`config.mk`:
```
export PLATFORM = sky130hd
export DESIGN_NAME = stereo_pan_mixer
export DESIGN_NICKNAME = d
export VERILOG_FILES = /design/src/rtl/stereo_pan_mixer.sv
export SDC_FILE = /design/constraint.sdc
export NUM_CORES = 1
export LEC_CHECK = 0
export BUFFER_PORTS_ARGS = -buffer_cell sky130_fd_sc_hd__buf_2
export CAP_MARGIN = 20
export CORE_ASPECT_RATIO = 1.75
export CORE_MARGIN = 2
export CORE_UTILIZATION = 49
export DETAILED_ROUTE_END_ITERATION = 10
export PLACE_DENSITY = 0.73
export SYNTH_ARGS = -nofsm -noshare
export SYNTH_HDL_FRONTEND = slang
export SYNTH_SLANG_ARGS = --single-unit
```
`constraint.sdc`:
```
create_clock -name Clk -period 13.2 [get_ports Clk]
set_clock_uncertainty 0.05 [all_clocks]
set_input_delay 0 -clock Clk [delete_from_list [all_inputs] [get_ports Clk]]
set_output_delay 0 -clock Clk [all_outputs]
set_load 0.02 [all_outputs]
```
`src/rtl/stereo_pan_mixer.sv`:
```
// Applies a slew-limited pan position to a mono sample, producing a stereo pair.
// One shared signed multiplier computes the left gain product, then the right one.
module stereo_pan_mixer #(
  parameter logic [15:0] SLEW_STEP = 16'h0040
) (
  input  logic        Clk,
  input  logic        Reset,
  input  logic [15:0] SAMPLE_IN,
  input  logic        SAMPLE_VALID,
  input  logic [15:0] PAN_IN,
  output logic [15:0] LEFT_OUT,
  output logic [15:0] RIGHT_OUT,
  output logic        OUT_VALID,
  output logic        BUSY,
  output logic        OVERRUN
);

  localparam logic [2:0] S_IDLE  = 3'd0;
  localparam logic [2:0] S_SLEW  = 3'd1;
  localparam logic [2:0] S_MUL_L = 3'd2;
  localparam logic [2:0] S_MUL_R = 3'd3;
  localparam logic [2:0] S_DONE  = 3'd4;

  localparam logic [14:0] PAN_CENTRE = 15'h4000;

  logic [2:0]  r_state;
  logic [15:0] r_sample;
  logic [14:0] r_target;
  logic [14:0] r_pan;
  logic [15:0] r_hold_l;

  logic signed [16:0] w_diff;
  logic [16:0]        w_mag;
  logic [16:0]        w_step;
  logic [14:0]        w_pan_next;
  logic [14:0]        w_gain;
  logic signed [31:0] w_prod;
  logic [15:0]        w_res;
  logic               w_unused_prod;

  assign BUSY = (r_state != S_IDLE);

  // Targets and P are both within 0..0x7FFF, so a 17-bit difference cannot overflow.
  assign w_diff = $signed({2'b00, r_target}) - $signed({2'b00, r_pan});
  assign w_mag  = w_diff[16] ? 17'(-w_diff) : 17'(w_diff);
  assign w_step = {1'b0, SLEW_STEP};

  always_comb begin
    w_pan_next = r_target;
    if ((SLEW_STEP != 16'h0000) && (w_mag > w_step)) begin
      // Step is smaller than |d| <= 0x7FFF here, so it fits in 15 bits.
      if (!w_diff[16]) w_pan_next = r_pan + SLEW_STEP[14:0];
      else             w_pan_next = r_pan - SLEW_STEP[14:0];
    end
  end

  assign w_gain = (r_state == S_MUL_L) ? (15'h7FFF - r_pan) : r_pan;
  assign w_prod = $signed({{16{r_sample[15]}}, r_sample}) * $signed({17'd0, w_gain});
  assign w_res  = w_prod[30:15];
  assign w_unused_prod = ^{w_prod[31], w_prod[14:0]};

  always_ff @(posedge Clk or posedge Reset) begin
    if (Reset) begin
      r_state   <= S_IDLE;
      r_sample  <= 16'h0000;
      r_target  <= PAN_CENTRE;
      r_pan     <= PAN_CENTRE;
      r_hold_l  <= 16'h0000;
      LEFT_OUT  <= 16'h0000;
      RIGHT_OUT <= 16'h0000;
      OUT_VALID <= 1'b0;
      OVERRUN   <= 1'b0;
    end else begin
      OUT_VALID <= 1'b0;
      if (SAMPLE_VALID && (r_state != S_IDLE)) OVERRUN <= 1'b1;
      case (r_state)
        S_IDLE: begin
          if (SAMPLE_VALID) begin
            r_sample <= SAMPLE_IN;
            r_target <= PAN_IN[15] ? 15'h0000 : PAN_IN[14:0];
            r_state  <= S_SLEW;
          end
        end
        S_SLEW: begin
          r_pan   <= w_pan_next;
          r_state <= S_MUL_L;
        end
        S_MUL_L: begin
          r_hold_l <= w_res;
          r_state  <= S_MUL_R;
        end
        S_MUL_R: begin
          // Both channels and the strobe land on the same edge.
          LEFT_OUT  <= r_hold_l;
          RIGHT_OUT <= w_res;
          OUT_VALID <= 1'b1;
          r_state   <= S_DONE;
        end
        S_DONE:  r_state <= S_IDLE;
        default: r_state <= S_IDLE;
      endcase
    end
  end

endmodule

```
==> metrics.md <==
| Metric | Value |
|---|---|
| Outcome | completed |
| Total gr overflow | 0 |
| Syn avg cell area | 9.35 sq um |
| FP Rows | 82 |
| Slew @ Worst Pin | 1100 ps |
| Area after DPL | 14800 sq um |
| Worst EP required | 13390 ps |
| Post-route ant nets | 0 |
| Most common cell after layout, fill and taps aside | inv_1 |
| Final setup violation count | 0 |
| Vias in the first global route | 11700 |
| Chip Height | 229 um |
| CTS tree | done |
| Layout area overhead | 9.63% |
| Skew-Pair Late Insertion Delay | 370 ps |
| Layout cell share with drive strength beyond 1 | 9.50% |
| Max incr delay on CP | 910 ps |
| Register area | 2480 sq um |
| FMAX | 118 MHz |
| Post-DR vias/cell | 5.31 |
| Post-synthesis register bit count | 99 |
| Yosys warning total | 0 |
| Buffers on Ports | 69 |
| I/O pins | 70 |
| Period minus WS final | 8450 ps |
| Syn Inst Count | 1510 |
| Core Util, Final | 54.2% |
| Ys flop type | dfrtp_1 |
| RSZ-0062 raised after global routing | false |
| Routed wire per std cell | 17.4 um |
| Highest-delay cell along the critical path | xnor2_1 |
| First-pass DRT Iterations | 5 |
| Critical Path End Type | register |
| WHS | 6.21 ps |
| Startpoint type of the worst setup path | register |
| Setup Fix Bufs, Post-CTS | 0 |
| Clock Pin Slew Worst Setup and Hold Paths | 80 ps |
| CTS resizes | 0 |
| Final number of hold-violating endpoints | 0 |
| Asr flop ratio synth | 100% |
| Placer congestion estimate | 0.880 |
| Post-synthesis sequential area ratio | 17.6% |
| Diodes inserted | 0 |
| CP Max Fanout | 48 |
| Clock tree sinks | 99 |
| Initial DRC Count | 500 |
| Post-Syn Nets | 1886 |
| Post-synth EDFFs | 0 |
| Routed vias | 10400 |
| Finished Cell Area | 15500 sq um |
| DIE AREA | 30200 sq um |
| Distinct cell type count after synthesis | 74 |
| Multi-input gate area | 10300 sq um |
| Relative slew slack | 26.4% |
| Part of the cycle the worst path needs | 64.1% |
| MaxCap Viol Count | 0 |
| Setup CP Type | reg -> reg |
| Total clock buffers created by CTS | 9 |
| Setup TNS | 0 ps |
| Root buf cell | clkbuf_16 |
| Synth Cell Area | 14100 sq um |
| Clk buf depth | 2 |
| All-Layer GR Usage | 24.3% |
| Path category of the worst min-delay check | in -> reg |
| CORE AREA | 28500 sq um |
| Initial antenna violation count | 0 |
| Largest net degree at the start of global routing | 64 |
| Initial Utilization | 49.5% |
| Drt drc | 0 |
| CTS HTree Levels | 3 |
| First-pass GRT wire length | 57500 um |
| Post-DP HPWL | 27500 um |
| Most frequent cells in the layout | inv_1 (298), fa_1 (242), nand2_1 (232) |
| Top cell by count, worst path | fa_1 |
| Die width | 132 um |
| NumNets Final | 1961 |
| Final Max Tran Viols | 0 |
| Drt total wl | 34200 um |
| CP arrival | 8650 ps |
| Fillers | 2620 |
[cells in the mapped netlist, drive strengths merged (13+ instances only)]
master,n,area [sq um]
xor2,13,140
a21o,15,114
inv,299,1120
nand2b,22,138
fa,242,4840
o21ai,72,372
xnor2,48,420
dfrtp,97,2430
nor2b,34,213
ha,99,1240
and2,87,544
nand2,235,895
clkbuf,47,176
nor2,33,126
mux2,24,270
a21oi,33,169
[flip-flops by register name, summed over array words and instances, names as in the netlist]
| name | cells |
|---|---|
| LEFT_OUT | 16 |
| r_sample | 16 |
| r_state | 3 |
| OVERRUN | 1 |
| r_hold_l | 16 |
| OUT_VALID | 1 |
| r_pan | 15 |
| RIGHT_OUT | 16 |
| r_target | 15 |
[routing by layer]
metal / routed length [um] / track usage, %
met1: 11700 / 24.9
met2: 19000 / 46.5
met3: 1130 / 2.40
met4: 2420 / 15.1
met5: 0 / 0
[cell families (layout without fill, tap and decap cells)]
family,after synthesis,in the layout,share of synthesized area (%)
AOI/OAI and AO/OA,165,165,7.46
and+or+nand+nor,455,455,15.7
buffers and inverters,354,434,9.51
adders and majority gates,341,341,43.1
xor gates and xnor gates,61,61,3.97
DFF,99,99,17.6
muxes,35,35,2.70
[final timing paths]
path | slack [ps] | from | endpoint | depth (start not counted)
worst max-delay path | 4750 | r_state[0]$_DFFE_PP0P_ | RIGHT_OUT[11]$_DFFE_PP0P_ | 26
worst min-delay path | 6 | PAN_IN[15] | r_target[1]$_DFFE_PP0P_ | 3
worst max register to register | 4750 | r_state[0]$_DFFE_PP0P_ | RIGHT_OUT[11]$_DFFE_PP0P_ | 26
worst min register to register | 410 | OVERRUN$_DFFE_PP0P_ | OVERRUN$_DFFE_PP0P_ | 1
max in group asynchronous | 11750 | Reset | r_target[11]$_DFFE_PP0P_ | 4
min in group asynchronous | 140 | Reset | LEFT_OUT[5]$_DFFE_PP0P_ | 3
[critical path, delay by kind of cell (launching register included)]
kind                       cells  cell delay [ps]
adders and majority gates      7             3110
xor gates and xnor gates       2             1110
DFF                            1              420
buffers and inverters          5              540
and+or+nand+nor                4             1550
AOI/OAI and AO/OA              8             1530
[layout make-up]
cell class / instances / share of cell area [%]
Sequential cell: 99 / 16.0
Multi-Input combinational cell: 1057 / 66.6
Inverter: 300 / 7.29
Timing Repair Buffer: 118 / 5.18
Clock inverter: 6 / 0.364
Tap cell: 378 / 3.06
Clock buffer: 10 / 1.48
[per-stage QoR]
| stage | instances | setup WS [ps] |
|---|---|---|
| CTS | 1968 | 4750 |
| floorplan | 1510 | 5370 |
| detailed placement | 1918 | 4710 |
| global placement | 1917 | 4690 |
| global route | 1968 | 4300 |
| finish | 1968 | 4750 |
[timing repair]
action / in CTS / in global routing
setup endpoints to repair: 0 / 0
hold buffers: 34 / 0
endpoints found under the hold margin: 69 / 0
Power is left out: the tool's default activity adds up to more than one toggle a clock period on the data nets, which glitch-free logic cannot reach.
